===== src/rtl/stack_arb_pkg.sv =====
// Shared types and the round-robin pick helper for stack_rr_arbiter.
// Peek support is selected by the STACK_ARB_PEEK_EN macro in the top.
package stack_arb_pkg;

  typedef enum logic [1:0] {
    OP_PUSH = 2'b00,
    OP_POP  = 2'b01,
    OP_PEEK = 2'b10,
    OP_RSVD = 2'b11
  } op_e;

  typedef enum logic [1:0] {
    S_IDLE  = 2'b00,
    S_GRANT = 2'b01,
    S_ACK   = 2'b10
  } state_e;

  // Returns the winning client id; on a tie the client that did not win last goes first.
  function automatic logic rr_pick(input logic req0, input logic req1, input logic rr_last);
    logic win;
    if (req0 && req1) begin
      win = ~rr_last;
    end else if (req1) begin
      win = 1'b1;
    end else begin
      win = 1'b0;
    end
    return win;
  endfunction

endpackage


===== src/rtl/lifo_core.sv =====
// Pointer-indexed LIFO storage; the level register doubles as the write pointer.
module lifo_core #(
  parameter  int DATA_W = 8,
  parameter  int DEPTH  = 16,
  localparam int LVL_W  = $clog2(DEPTH) + 1,
  localparam int IDX_W  = $clog2(DEPTH)
) (
  input  logic              clk,
  input  logic              rst,
  input  logic              push,
  input  logic              pop,
  input  logic [DATA_W-1:0] wr_data,
  output logic [DATA_W-1:0] rd_data,
  output logic [LVL_W-1:0]  level,
  output logic              full,
  output logic              empty
);

  logic [DATA_W-1:0] mem_r [DEPTH];
  logic [LVL_W-1:0]  level_r;
  logic [LVL_W-1:0]  level_nxt_s;
  logic [IDX_W-1:0]  wr_idx_s;
  logic [IDX_W-1:0]  top_idx_s;
  logic              full_r;
  logic              empty_r;

  // Next level and pointer decode; at level==DEPTH the index wraps so the top is still DEPTH-1.
  always_comb begin
    wr_idx_s    = level_r[IDX_W-1:0];
    top_idx_s   = wr_idx_s - {{(IDX_W-1){1'b0}}, 1'b1};
    level_nxt_s = level_r;
    if (push && !full_r) begin
      level_nxt_s = level_r + {{(LVL_W-1){1'b0}}, 1'b1};
    end else if (pop && !empty_r) begin
      level_nxt_s = level_r - {{(LVL_W-1){1'b0}}, 1'b1};
    end else begin
      level_nxt_s = level_r;
    end
  end

  // Level and registered full/empty flags.
  always_ff @(posedge clk) begin
    if (rst) begin
      level_r <= {LVL_W{1'b0}};
      full_r  <= 1'b0;
      empty_r <= 1'b1;
    end else begin
      level_r <= level_nxt_s;
      full_r  <= (level_nxt_s == LVL_W'(DEPTH));
      empty_r <= (level_nxt_s == {LVL_W{1'b0}});
    end
  end

  // Storage write; contents need no reset since level gates every read.
  always_ff @(posedge clk) begin
    if (push && !full_r) begin
      mem_r[wr_idx_s] <= wr_data;
    end
  end

  assign rd_data = mem_r[top_idx_s];
  assign level   = level_r;
  assign full    = full_r;
  assign empty   = empty_r;

endmodule


===== src/rtl/stack_rr_arbiter.sv =====
// Two-client round-robin front end for a shared LIFO (IDLE -> GRANT -> ACK).
// Define STACK_ARB_PEEK_EN to enable op 10 (peek); otherwise it is rejected as reserved.
module stack_rr_arbiter
  import stack_arb_pkg::*;
#(
  parameter  int DATA_W = 8,
  parameter  int DEPTH  = 16,
  localparam int LVL_W  = $clog2(DEPTH) + 1
) (
  input  logic              clk,
  input  logic              rst,
  input  logic              c0_req,
  input  logic [1:0]        c0_op,
  input  logic [DATA_W-1:0] c0_wdata,
  output logic              c0_ack,
  output logic [DATA_W-1:0] c0_rdata,
  output logic              c0_err,
  input  logic              c1_req,
  input  logic [1:0]        c1_op,
  input  logic [DATA_W-1:0] c1_wdata,
  output logic              c1_ack,
  output logic [DATA_W-1:0] c1_rdata,
  output logic              c1_err,
  output logic [LVL_W-1:0]  level,
  output logic              full,
  output logic              empty,
  output logic              busy
);

  state_e            state_r;
  logic              win_r;
  logic              rr_last_r;
  op_e               op_r;
  logic [DATA_W-1:0] wdata_r;
  logic [DATA_W-1:0] top_s;
  logic              win_s;
  logic              push_s;
  logic              pop_s;
  logic              cap_s;
  logic              err_s;

  lifo_core #(.DATA_W(DATA_W), .DEPTH(DEPTH)) u_lifo (
    .clk     (clk),
    .rst     (rst),
    .push    (push_s),
    .pop     (pop_s),
    .wr_data (wdata_r),
    .rd_data (top_s),
    .level   (level),
    .full    (full),
    .empty   (empty)
  );

  assign win_s = rr_pick(c0_req, c1_req, rr_last_r);

  // Legality check and stack strobes; only the GRANT cycle touches the stack.
  always_comb begin
    push_s = 1'b0;
    pop_s  = 1'b0;
    cap_s  = 1'b0;
    err_s  = 1'b0;
    if (state_r == S_GRANT) begin
      case (op_r)
        OP_PUSH: if (full)  err_s = 1'b1; else push_s = 1'b1;
        OP_POP:  if (empty) err_s = 1'b1; else begin cap_s = 1'b1; pop_s = 1'b1; end
`ifdef STACK_ARB_PEEK_EN
        OP_PEEK: if (empty) err_s = 1'b1; else cap_s = 1'b1;
`endif
        default: err_s = 1'b1;
      endcase
    end else begin
      err_s = 1'b0;
    end
  end

  // Arbitration FSM with registered per-client responses.
  always_ff @(posedge clk) begin
    if (rst) begin
      state_r   <= S_IDLE;
      win_r     <= 1'b0;
      rr_last_r <= 1'b1;
      op_r      <= OP_PUSH;
      wdata_r   <= {DATA_W{1'b0}};
      c0_ack    <= 1'b0;
      c0_err    <= 1'b0;
      c0_rdata  <= {DATA_W{1'b0}};
      c1_ack    <= 1'b0;
      c1_err    <= 1'b0;
      c1_rdata  <= {DATA_W{1'b0}};
      busy      <= 1'b0;
    end else begin
      case (state_r)
        S_IDLE: begin
          c0_ack <= 1'b0;
          c1_ack <= 1'b0;
          c0_err <= 1'b0;
          c1_err <= 1'b0;
          if (c0_req || c1_req) begin
            win_r   <= win_s;
            op_r    <= win_s ? op_e'(c1_op) : op_e'(c0_op);
            wdata_r <= win_s ? c1_wdata : c0_wdata;
            state_r <= S_GRANT;
            busy    <= 1'b1;
          end else begin
            state_r <= S_IDLE;
            busy    <= 1'b0;
          end
        end
        S_GRANT: begin
          // Response lands with the ack so rdata never changes ahead of it.
          if (win_r) begin
            c1_ack <= 1'b1;
            c1_err <= err_s;
            if (cap_s) c1_rdata <= top_s;
          end else begin
            c0_ack <= 1'b1;
            c0_err <= err_s;
            if (cap_s) c0_rdata <= top_s;
          end
          state_r <= S_ACK;
          busy    <= 1'b1;
        end
        S_ACK: begin
          c0_ack    <= 1'b0;
          c1_ack    <= 1'b0;
          c0_err    <= 1'b0;
          c1_err    <= 1'b0;
          rr_last_r <= win_r;
          state_r   <= S_IDLE;
          busy      <= 1'b0;
        end
        default: begin
          c0_ack  <= 1'b0;
          c1_ack  <= 1'b0;
          c0_err  <= 1'b0;
          c1_err  <= 1'b0;
          state_r <= S_IDLE;
          busy    <= 1'b0;
        end
      endcase
    end
  end

endmodule


===== config.mk =====
export PLATFORM = sky130hd
export DESIGN_NAME = stack_rr_arbiter
export DESIGN_NICKNAME = d
export VERILOG_FILES = /design/src/rtl/stack_arb_pkg.sv /design/src/rtl/lifo_core.sv /design/src/rtl/stack_rr_arbiter.sv
export SDC_FILE = /design/constraint.sdc
export NUM_CORES = 1
export LEC_CHECK = 0
export BUFFER_PORTS_ARGS = -buffer_cell sky130_fd_sc_hd__buf_2
export CORE_MARGIN = 2
export CORE_UTILIZATION = 54
export DETAILED_ROUTE_END_ITERATION = 16
export MAX_ROUTING_LAYER = met4
export PLACE_DENSITY = 0.75
export SLEW_MARGIN = 20
export SYNTH_ARGS = -nofsm -noshare
export SYNTH_HDL_FRONTEND = slang
export SYNTH_SLANG_ARGS = --single-unit
export TNS_END_PERCENT = 100

===== constraint.sdc =====
create_clock -name clk -period 2.54 [get_ports clk]
set_input_delay 0.508 -clock clk [delete_from_list [all_inputs] [get_ports clk]]
set_output_delay 0.508 -clock clk [all_outputs]
set_load 0.01 [all_outputs]

==> metrics.md <==
| Metric | Value |
|---|---|
| Status | `finished clean` |
| Fmax | `441.2 MHz` |
| Crit path time final | `2.267 ns` |
| Tightest Pin Transition | `0.8444 ns` |
| Most common cell in the netlist | `edfxtp_1` |
| Worst vdd ir | `0.5080 mV` |
| Diodes inserted | `0` |
| CP Class | `reg2reg` |
| CTS Hold Buffers Added | `0` |
| Final Max Tran Viols | `0` |
| Ys flop type | `edfxtp_1` |
| Placement Cell Area | `7406 sq um` |
| IO buf count | `51` |
| Cell taking the most area after synthesis | `edfxtp_1` |
| Syn Nets | `473` |
| First-pass GRT wire length | `23,960 microns` |
| Dpl ws | `0.3169 ns` |
| Post-synthesis async set-or-reset flop share | `0` |
| Antenna violations before repair | `0` |
| Die area | `13,780 sq um` |
| TritonCTS clock tree | `done` |
| Fill count | `884` |
| GP Congestion | `0.8819` |
| FF+latch area | `4686 sq um` |
| Synth Warn # | `0` |
| DRT Pass-1 Iters | `5` |
| Worst EP required | `2.82 ns` |
| Clock buffer depth | `2` |
| Switching power | `1.933 mW` |
| 1st-iter DRT viols | `410` |
| Gate power share | `0.182` |
| Share of cells above drive strength 1 | `0.2694` |
| Slew headroom | `0.4363` |
| Area Overhead vs Synth | `15.62%` |
| Antenna Nets Post-Route | `0` |
| Post-Layout Cell Count | `688` |
| CP startpoint kind | `flop` |
| Setup Buffers After CTS | `0` |
| Rows | `41` |
| Sequential Power Share | `0.445` |
| Final setup vio count | `0` |
| Cell internal pwr | `5.314 mW` |
| WP data arrival | `2.55 ns` |
| Clk_lat worst skew | `0.43 ns` |
| Hold WS | `0.4190 ns` |
| IO Pins | `52` |
| Multi-input gate area | `2071 sq um` |
| Die span in x | `117.4 microns` |
| Die height | `117.4 microns` |
| Top cells by count, synth | `edfxtp_1 (128), nor2_1 (44), dfxtp_1 (42)` |
| Setup tns final | `0 ns` |
| Leak Pwr | `2.846 nW` |
| Vias/cell | `6.049` |
| Vias | `4,162` |
| Largest net degree at the start of global routing | `43` |
| Gate Count Post-Synth | `444` |
| DRC viols | `0` |
| Dominant cells by area after synthesis | `edfxtp_1 (55%), dfxtp_1 (12%), mux4_2 (10%), nor2_1 (2.4%), mux2i_1 (1.7%)` |
| Post-synth cell types | `50` |
| Yosys reg bits | `170` |
| CP max FO | `29` |
| # H-tree levels | `4` |
| RSZ-0062 raised after global routing | `no` |
| Max capacitance violation total | `0` |
| Routed len/inst | `22.32 microns` |
| Placed Cells | `656` |
| Fin crit share | `0.8924` |
| GRT Resource Usage Total | `0.2425` |
| Endpoints failing hold | `0` |
| Nets@finish | `532` |
| Cell Pwr Density | `902.6 nW/um^2` |
| EDFF count, synth | `128` |
| Vias in the first global route | `4,026` |
| Clock network power share | `0.374` |
| Sw frac | `0.2667` |
| Yosys top cell area share | `0.5535` |
| Clock skew | `0.01103 ns` |
| # clock sinks | `170` |
| Post-route setup slack | `0.2733 ns` |
| CP endpoint kind | `flop` |
| Mapped Area | `6944 sq um` |
| Clock transition at path regs | `0.06 ns` |
| Initial Utilization | `0.5525` |
| Hpwl dp | `9827 microns` |
| Syn Area/Cell | `15.64 sq um` |
| Post-Layout Inst Area | `8029 sq um` |
| GR Overflow Total | `0` |
| # resized after CTS | `0` |
| Core footprint | `12,570 sq um` |
| CTS root buffer | `clkbuf_16` |
| Worst Hold Class | `in2reg` |
| Cts bufs inserted | `17` |
| Register area share after synthesis | `0.6746` |
| Total wire length | `15,360 microns` |
## final timing paths
| path | from | end | slack, ns | cells past startpoint |
|---|---|---|---|---|
| max | u_lifo.level[0]$_SDFF_PP0_ | c1_rdata[5]$_SDFFE_PP0P_ | 0.27 | 8 |
| min | c0_op[1] | op_r[1]$_SDFFE_PP0P_ | 0.42 | 3 |
| max reg2reg | u_lifo.level[0]$_SDFF_PP0_ | c1_rdata[5]$_SDFFE_PP0P_ | 0.27 | 8 |
| min reg2reg | c0_ack$_SDFFE_PP0N_ | c0_ack$_SDFFE_PP0N_ | 0.46 | 2 |
## routing by layer
metal	track usage	wire, microns	vias up
li1	-	-	1838
met1	0.3284	6410	2061
met2	0.3600	7283	228
met3	0.04523	1137	35
met4	0.1145	525	0
met5	-	0	-
## state kept, by name, indices dropped and copies added (netlist names), 2 cells and up
register and cells:
c1_rdata 8, op_r 2, u_lifo.level 5, c0_rdata 8, u_lifo.mem_r 128, wdata_r 8
state_r 2
## through the flow
stage               power (mW)  utilization
finish                   7.247       0.6388
global route             7.490       0.6388
CTS                      7.266       0.6388
detailed placement       4.574       0.5892
global placement         4.551       0.5892
floorplan                4.173            -
## layout make-up
cell class,instances,share of cell area
clock buffer,18,0.05345
clock inverter,14,0.02415
inverter,19,0.008883
multi-input combinational,233,0.2579
sequential,170,0.5836
tap,172,0.02680
timing repair buffer,62,0.04519
## layout by cell type, fill, tap and decap left out, drive strengths merged, types with 3 or more instances in the layout
cell / instances
buf: 62
mux4: 32
nor2: 44
a21boi: 18
o21ai: 6
o22ai: 8
and2: 6
mux2i: 12
bufinv: 4
nand2: 7
nor3: 16
a21oi: 3
a211oi: 13
and3: 11
dfxtp: 42
nor2b: 9
nor4: 17
ha: 5
clkbuf: 18
inv: 22
clkinv: 5
edfxtp: 128
## cells by family (layout without fill, tap and decap cells)
| group | Yosys count | in the layout | synth area share |
|---|---|---|---|
| flops | 170 | 170 | 0.6746 |
| simple gates | 125 | 125 | 0.09856 |
| compound gates | 56 | 56 | 0.06505 |
| mux | 44 | 44 | 0.1211 |
| buf+inv | 41 | 113 | 0.02793 |
| fa+ha+maj | 5 | 5 | 0.009009 |
| xor+xnor | 3 | 3 | 0.003784 |
## critical path: stages (launching register included)
cell and delay, ns:
dfxtp_2 0.36, inv_1 0.09, ha_1 0.36, buf_12 0.22, mux4_2 0.33, inv_1 0.10
o22ai_1 0.13, nor4_1 0.43, nor3_1 0.09
## power groups by stage
stage          Combinational, mW  Sequential (mW)  Clock, mW
2_1_floorplan              0.946             3.23          0
3_3_place_gp                1.28             3.27          0
3_5_place_dp                1.29             3.28          0
4_1_cts                     1.31             3.22       2.74
5_1_grt                     1.41             3.23       2.85
6_report                    1.32             3.22       2.71
Note: power is estimated with default switching activity, not from simulation.
